## config.mk

```make
export PLATFORM = sky130hd
export DESIGN_NAME = if_fetch_unit
export DESIGN_NICKNAME = d
export VERILOG_FILES = /design/src/rtl/lc3b_types.sv /design/src/rtl/fetch_pc_reg.sv /design/src/rtl/if_fetch_unit.sv
export SDC_FILE = /design/constraint.sdc
export NUM_CORES = 1
export LEC_CHECK = 0
export ABC_AREA = 1
export ABC_CLOCK_PERIOD_IN_PS = 3160
export BUFFER_PORTS_ARGS = -buffer_cell sky130_fd_sc_hd__buf_2
export CORE_MARGIN = 5
export CORE_UTILIZATION = 53
export DETAILED_ROUTE_END_ITERATION = 8
export GPL_TIMING_DRIVEN = 1
export MAX_ROUTING_LAYER = met4
export PLACE_DENSITY = 0.8
export SLEW_MARGIN = 20
export SYNTH_ARGS = -nofsm -noshare
export SYNTH_HDL_FRONTEND = slang
export SYNTH_SLANG_ARGS = --single-unit
```

## constraint.sdc

```tcl
create_clock -name clk -period 3.16 [get_ports clk]
set_input_delay 0.632 -clock clk [delete_from_list [all_inputs] [get_ports clk]]
set_output_delay 0.632 -clock clk [all_outputs]
set_load 0.005 [all_outputs]
```

## src/rtl/lc3b_types.sv

```systemverilog
// Shared LC-3b types, fetch FSM encoding and small helpers used by the fetch stage.
package lc3b_types;

   typedef logic [15:0] lc3b_word;

   typedef enum logic [1:0] {
      FETCH_IDLE,
      FETCH_REQ,
      FETCH_HOLD
   } lc3b_fetch_state_t;

   typedef enum logic [1:0] {
      PC_SEL_INC,
      PC_SEL_TARGET,
      PC_SEL_SAVED
   } lc3b_pc_sel_t;

   localparam int unsigned LC3B_INSTR_BYTES = 2;

   // Instructions are halfword aligned, so the low address bit is always cleared.
   function automatic lc3b_word align_word(input lc3b_word addr);
      return addr & 16'hFFFE;
   endfunction

   function automatic logic [31:0] sat_inc32(input logic [31:0] val);
      return (val == 32'hFFFF_FFFF) ? val : val + 32'd1;
   endfunction

endpackage

```

## src/rtl/fetch_pc_reg.sv

```systemverilog
// Program counter for the fetch stage: PC register, +2 incrementer and next-PC select.
module fetch_pc_reg
   import lc3b_types::*;
#(
   parameter lc3b_word RESET_PC = 16'h0000
) (
   input  logic         clk,
   input  logic         reset,
   input  logic         pc_load,
   input  lc3b_pc_sel_t pc_sel,
   input  lc3b_word     redirect_target,
   input  lc3b_word     redirect_pc,
   output lc3b_word     pc,
   output lc3b_word     pc_plus2
);

   lc3b_word pc_q;
   lc3b_word pc_d;

   assign pc       = pc_q;
   assign pc_plus2 = pc_q + 16'(LC3B_INSTR_BYTES);

   always_comb begin
      pc_d = pc_q;
      if (pc_load) begin
         case (pc_sel)
            PC_SEL_INC:    pc_d = pc_plus2;
            PC_SEL_TARGET: pc_d = align_word(redirect_target);
            PC_SEL_SAVED:  pc_d = redirect_pc;
            default:       pc_d = pc_q;
         endcase
      end
   end

   always_ff @(posedge clk or posedge reset) begin
      if (reset) begin
         pc_q <= RESET_PC;
      end else begin
         pc_q <= pc_d;
      end
   end

endmodule

```

## src/rtl/if_fetch_unit.sv

```systemverilog
// LC-3b instruction fetch stage: PC, imem read handshake, one-entry stall buffer, redirects.
// Optional IFETCH_PERF_CNT_EN adds fetch_count / stall_cycles saturating counters.
module if_fetch_unit
   import lc3b_types::*;
#(
   parameter lc3b_word RESET_PC = 16'h0000
) (
   input  logic        clk,
   input  logic        reset,
   input  logic        stall,
   input  logic        redirect,
   input  lc3b_word    redirect_target,
   input  logic        imem_resp,
   input  lc3b_word    imem_rdata,
   output logic        imem_read,
   output lc3b_word    imem_address,
   output logic        ifid_load,
   output lc3b_word    pc_out,
`ifdef IFETCH_PERF_CNT_EN
   output logic [31:0] fetch_count,
   output logic [31:0] stall_cycles,
`endif
   output lc3b_word    instruction_out
);

   lc3b_fetch_state_t state_q, state_d;
   logic              squash_q, squash_d;
   lc3b_word          redirect_pc_q, redirect_pc_d;
   lc3b_word          buffer_q, buffer_d;

   logic              pc_load;
   lc3b_pc_sel_t      pc_sel;
   lc3b_word          pc;
   lc3b_word          pc_plus2;
   logic              deliver_fetch;
   logic              deliver_hold;
   logic              active;

   fetch_pc_reg #(
      .RESET_PC (RESET_PC)
   ) u_pc (
      .clk             (clk),
      .reset           (reset),
      .pc_load         (pc_load),
      .pc_sel          (pc_sel),
      .redirect_target (redirect_target),
      .redirect_pc     (redirect_pc_q),
      .pc              (pc),
      .pc_plus2        (pc_plus2)
   );

   always_comb begin
      state_d       = state_q;
      squash_d      = squash_q;
      redirect_pc_d = redirect_pc_q;
      buffer_d      = buffer_q;
      pc_load       = 1'b0;
      pc_sel        = PC_SEL_INC;
      deliver_fetch = 1'b0;
      deliver_hold  = 1'b0;
      case (state_q)
         FETCH_IDLE: begin
            state_d = FETCH_REQ;
         end
         FETCH_REQ: begin
            if (!imem_resp) begin
               // Address must stay stable while the request is open, so only remember the redirect.
               if (redirect) begin
                  squash_d      = 1'b1;
                  redirect_pc_d = align_word(redirect_target);
               end
            end else if (squash_q || redirect) begin
               pc_load  = 1'b1;
               pc_sel   = redirect ? PC_SEL_TARGET : PC_SEL_SAVED;
               squash_d = 1'b0;
            end else if (!stall) begin
               deliver_fetch = 1'b1;
               pc_load       = 1'b1;
               pc_sel        = PC_SEL_INC;
            end else begin
               buffer_d = imem_rdata;
               state_d  = FETCH_HOLD;
            end
         end
         FETCH_HOLD: begin
            if (redirect) begin
               pc_load = 1'b1;
               pc_sel  = PC_SEL_TARGET;
               state_d = FETCH_REQ;
            end else if (!stall) begin
               deliver_hold = 1'b1;
               pc_load      = 1'b1;
               pc_sel       = PC_SEL_INC;
               state_d      = FETCH_REQ;
            end
         end
         default: begin
            state_d = FETCH_IDLE;
         end
      endcase
   end

   always_ff @(posedge clk or posedge reset) begin
      if (reset) begin
         state_q       <= FETCH_IDLE;
         squash_q      <= 1'b0;
         redirect_pc_q <= '0;
         buffer_q      <= '0;
      end else begin
         state_q       <= state_d;
         squash_q      <= squash_d;
         redirect_pc_q <= redirect_pc_d;
         buffer_q      <= buffer_d;
      end
   end

   // Outputs are forced to zero in IDLE (and therefore immediately on reset).
   always_comb begin
      active          = (state_q != FETCH_IDLE);
      imem_read       = (state_q == FETCH_REQ);
      imem_address    = active ? pc : '0;
      ifid_load       = deliver_fetch | deliver_hold;
      pc_out          = active ? pc_plus2 : '0;
      instruction_out = '0;
      if (active) begin
         instruction_out = deliver_fetch ? imem_rdata : buffer_q;
      end
   end

`ifdef IFETCH_PERF_CNT_EN
   logic [31:0] fetch_count_q, fetch_count_d;
   logic [31:0] stall_cycles_q, stall_cycles_d;

   always_comb begin
      fetch_count_d  = fetch_count_q;
      stall_cycles_d = stall_cycles_q;
      if (ifid_load) begin
         fetch_count_d = sat_inc32(fetch_count_q);
      end
      if ((state_q == FETCH_HOLD) || ((state_q == FETCH_REQ) && !imem_resp)) begin
         stall_cycles_d = sat_inc32(stall_cycles_q);
      end
   end

   always_ff @(posedge clk or posedge reset) begin
      if (reset) begin
         fetch_count_q  <= '0;
         stall_cycles_q <= '0;
      end else begin
         fetch_count_q  <= fetch_count_d;
         stall_cycles_q <= stall_cycles_d;
      end
   end

   assign fetch_count  = fetch_count_q;
   assign stall_cycles = stall_cycles_q;
`endif

endmodule

```

# --- Word-level counts from Yosys, hierarchy flattened ---
# Cells that the tools add are included.
word_totals:
  register_bits: 50
  output_inout_bits: 50
  wordCells: 58
classes:
  n_addsub: 1
  n_eq_ne: 9
  muxes: 29
  bitwise_logic: 3
  n_reduce_logical: 11
ops:
  columns: ["cell", "n"]
  rows:
  - ["16-bit 2-to-1 mux", 4]
  - ["16-bit case mux with 3 select lines", 1]
  - ["16-bit by 2-bit adder with 16-bit output (second input constant)", 1]
  - ["2-bit 2-to-1 mux", 8]
  - ["1-bit 2-to-1 mux", 13]
  - ["4-bit AND reduction", 2]
  - ["2-bit != test (second input constant)", 3]
  - ["2-bit case mux with 3 select lines", 1]
  - ["3-bit AND reduction", 2]
  - ["2-bit by 1-bit equality test with 1-bit output (second input constant)", 2]
  - ["2-bit equality test (second input constant)", 2]
  - ["2-bit zero test", 2]
  - ["2-bit case mux with 2 select lines", 1]
  - ["2-bit nonzero test", 2]
  - ["3-bit != test (second input constant)", 1]
  - ["3-bit nonzero test", 1]
  - ["2-bit by 1-bit != test with 1-bit output (second input constant)", 1]
  - ["1-bit NOT", 2]
  - ["1-bit case mux with 2 select lines", 1]
  - ["2-bit AND reduction", 1]
  - ["1-bit logical OR", 1]
  - ["1-bit OR", 1]

# --- Logic depth before layout (Yosys ltp) ---
logic_depth:
  depth_word: 7
  ltp_mapped: 14
  ltp_nobuf: 14

# --- By module ---
# A second synthesis with hierarchy kept.
unflattened:
  hier_cells: 522
  area_unflattened_um2: 3398.3
modules_own_cells:
  columns: ["module", "instances", "cells_each", "area_per_inst_um2", "seq_area_each_um2"]
  rows:
  - ["if_fetch_unit", 1, 297, 1996.9, 850.8]
  - ["fetch_pc_reg", 1, 225, 1401.3, 400.4]

# --- Worst setup path after synthesis ---
# OpenSTA, ideal clock, no wires.
synth_path:
  kind: "register to register"
  startpoint: "register state_q[0]"
  endpoint: "register u_pc.pc_q[3] (netlist: u_pc.pc[3])"
  setup_ns: 0.126
  t_arrival_ns: 2.066
  slack_ns: 0.968
  stages_incl_launch_ff: 12
  period_less_slack_ns: 2.192
  cell_sequence: "dfrtp_1 > inv_1 > ha_1 > inv_1 > nor4_1 > inv_1 > ha_1 > inv_1 > buf_2 > o21ai_0 > nand2_1 > o21ai_0"
synth_via:
  elab_chain_cells: 5
synth_rtl:
  columns: ["element", "line", "source"]
  rows:
  - ["start: declaration", "if_fetch_unit.sv:26", "lc3b_fetch_state_t state_q, state_d;"]
  - ["start signal: assignment", "if_fetch_unit.sv:110", "state_q <= state_d;"]
  - ["2-bit equality test / 2-bit by 1-bit equality test with 1-bit output (equally long branches)", "if_fetch_unit.sv:61", "case (state_q)"]
  - ["2-bit case mux with 2 select lines", "if_fetch_unit.sv:61", null]
  - ["2-bit by 1-bit equality test with 1-bit output, or another cell as far along", "fetch_pc_reg.sv:26", "case (pc_sel)"]
  - ["3-bit nonzero test (no line)", null, null]
  - ["2-bit AND reduction (no line)", null, null]
  - ["end signal: assignment", "fetch_pc_reg.sv:39", "pc_q <= pc_d;"]
  - ["end: declaration", "fetch_pc_reg.sv:17", "lc3b_word pc_q;"]
# Parallel ways exist; a longest one is shown, timed or not.
# A chain may end at the register's enable or synchronous reset.

# --- Worst setup path in the final report ---
layout_path:
  startpoint: "register state_q[1]"
  endpoint: "output instruction_out[1]"
layout_via:
  elab_chain_cells: 4
layout_rtl:
  columns: ["element", "line", "source"]
  rows:
  - ["2-bit by 1-bit equality test with 1-bit output", "if_fetch_unit.sv:61", null]
  - ["1-bit 2-to-1 mux", "if_fetch_unit.sv:61", null]
  - ["16-bit 2-to-1 mux", "if_fetch_unit.sv:126", "instruction_out = deliver_fetch ? imem_rdata : buffer_q;"]
  - ["16-bit 2-to-1 mux *", "if_fetch_unit.sv:125", "if (active) begin"]
  - ["end: declaration", "if_fetch_unit.sv:23", "output lc3b_word instruction_out"]
# Every way passes the cells marked *; elsewhere a longest branch is shown, timed or not.

==> flow_summary.ini <==
[grt]
grt_pass1_vias = 2946
grt_usage_pct = 21.96
antenna_found_initial = 0
grt_pass1_wl_mm = 13.09
overflow = 0
grt_max_degree = 50

[clock_tree]
max-clock-path-buffers = 2
cts_root_buf = clkbuf_8
cts_hold_buffers = 0
cts_tree = done
cts.sinks = 49
htree_levels = 2
cts_resized = 0
cts_setup_buffers = 0
insertion_delay_ns = 0.30
clk_pin_slew_ns = 0.09
cts_made_buffers = 5

[cells_and_area]
drive_above_1_share_pct = 25.24
layout.nets = 565
diodes = 0
area_growth_pct = 16.82
fin_area_um2 = 3764

[drt]
vias = 3040
wl_mm = 7.899
ant_nets = 0
drt_iter0_drc = 215
drc = 0
routedWlPerCell_um = 13.30
viasPerCell = 5.118
dr.pass1.iters = 4

[setup_path]
max_stage_delay_ns = 0.47
cp_max_fo = 32
crit_path_end_kind = output port
cp.buffers_inverters = 3
cp.depth = 9
crit_type = flip-flop to output port
cp_slowest_cell = inv_2
crit_family = buffers and inverters
start_kind = flip-flop
crit_required_ns = 2.53
rr_worst_depth = 12
path_cells = inv_1 > ha_1 > nand2_1 > nor2_1 > nand2_1 > inv_2 > nor2_1 > a211oi_2 > buf_2
crit_arrival_ns = 2.33

[yosys]
yosysTopAreaCellShare_pct = 38.06
yosys-top-cells-area = dfrtp_1 38%, nand2_1 13%, inv_1 7.0%, nor2_1 6.5%, o21ai_0 6.2%
netlist_area_um2 = 3222
synthAdderAreaFrac_pct = 3.495
synth_top_family_by_area = simple AND/OR/NAND/NOR gates
avgSynthCellArea_um2 = 7.240
yosysUniqueCellTypes = 33
synth_mux_area_share_pct = 2.058
synthCells = 445
synth_simple_gate_area_share_pct = 28.74
ys_warn_count = 0
ys_seq_elements = 49
synth_compound_area_share_pct = 15.84
synth_top_cell_by_area = dfrtp_1
synth_xor_area_share_pct = 0.8155
yosysSeqAreaShare_pct = 38.06

[floorplan]
rows = 28
die_area_um2 = 7738
initial_core_util_pct = 54.42
die_w_um = 87.97
die_y_um = 87.97
core_area_um2 = 5921
io_pins = 87

[sta]
fin_crit_sh_pct = 93.76
slew_violations = 0
rsz0062_at_grt = no
slew-limit-headroom_pct = 42.68
hold_violations = 0
setup_viol = 0
period_needed_ns = 2.963
fin_worst_skew_ns = 0.009177
fin_ws_ns = 0.1973
timing.fmax_mhz = 337.5
tightest_slew_ns = 0.8587
tns_ns = 0

[power]
ir_drop_v = 0.0004060
leakagePower_uw = 0.002046
powerDensity_nw_per_um2 = 871.2

[placed_design]
io_buffer_count = 83
placed_area_um2 = 3659
gp_congestion = 0.8917
dpl.hpwl_mm = 5.896
dp_worst_setup_slack_ns = 0.5141

[worst_hold_path]
hold_class = input port to async pin

[status]
outcome = completed

[job]
maxCapViolations = 0
routing by layer:
layer / routed length [µm] / track usage (%) / vias up
li1: - / - / 1552
met1: 3544 / 28.39 / 1390
met2: 3803 / 34.73 / 79
met3: 356 / 3.387 / 19
met4: 194 / 8.368 / 0
met5: 0 / - / -
state kept, by name, indices dropped and copies added (netlist names):
register       flops
redirect_pc_q     15
buffer_q          16
squash_q           1
u_pc.pc           15
state_q            2
power by group:
group	switching [µW]	internal [µW]
logic	992	694
clock network	208	230
registers	229	925
total	1430	1850
through the flow:
step	total power (µW)	hold WS [ns]	std cells	util, %
3_3_place_gp	2773	0.4661	587	61.79
2_1_floorplan	2276	0.4529	446	-
4_1_cts	3314	0.5001	594	63.55
6_report	3279	0.4677	594	63.57
5_1_grt	3593	0.5319	594	63.57
3_5_place_dp	2865	0.4770	587	61.79
cells in the mapped netlist, drive strengths merged:
master,instances
nand2,115
ha,9
conb,1
buf,15
clkbuf,6
nand3,29
nor2,63
mux2,5
inv,61
dfrtp,49
nor3,1
o21bai,1
nor4,1
xor2,2
a211oi,16
nand4,6
or2,1
o21ai,43
a21oi,18
xnor2,1
mux2i,1
a21o,1
final timing paths:
kind	start	endpoint	slack [ns]
worst max register to register	state_q[0]$_DFFE_PP0P_	u_pc.pc[10]$_DFFE_PP0P_	0.54
worst min register to register	buffer_q[5]$_DFFE_PP0P_	buffer_q[5]$_DFFE_PP0P_	0.49
min in group clk	buffer_q[5]$_DFFE_PP0P_	buffer_q[5]$_DFFE_PP0P_	0.49
worst max-delay path	state_q[1]$_DFFE_PP0P_	instruction_out[1]	0.20
worst min-delay path	reset	redirect_pc_q[4]$_DFFE_PP0P_	0.47
max in group asynchronous	reset	u_pc.pc[7]$_DFFE_PP0P_	2.17
final cells by class:
type	instances	area, µm²
clock buffer	5	68.82
clock inverter	2	35.03
fill	552	2157
inverter	61	230.2
multi-input combinational	315	1652
sequential	49	1226
tap	75	93.84
timing repair buffer	87	457.9
cell usage in the layout, fill, tap and decap left out:
master	n
mux2i_1	1
buf_2	83
mux2_2	5
ha_1	8
a21o_1	1
a21oi_1	18
nor2_4	2
xor2_1	2
dfrtp_1	49
buf_4	3
ha_2	1
nor2_2	5
nand3_2	3
xnor2_1	1
nor2_1	56
a211oi_2	14
o21bai_1	1
nand3_1	26
nor3_1	1
inv_1	59
clkinv_2	2
or2_2	1
buf_12	1
nor4_1	1
a211oi_1	2
o21ai_0	40
conb_1	2
inv_2	1
nand2_2	3
nand2_1	111
clkbuf_8	5
o21ai_1	3
nand2_4	1
nand4_1	6
bufinv_16	1
cells by family after synthesis:
kind of cell	after synthesis
other	1
and+or+nand+nor	216
muxes	6
xor gates and xnor gates	3
AOI/OAI and AO/OA	79
buffers and inverters	82
DFF	49
adders and majority gates	9
Power figures use the tool's default switching activity.
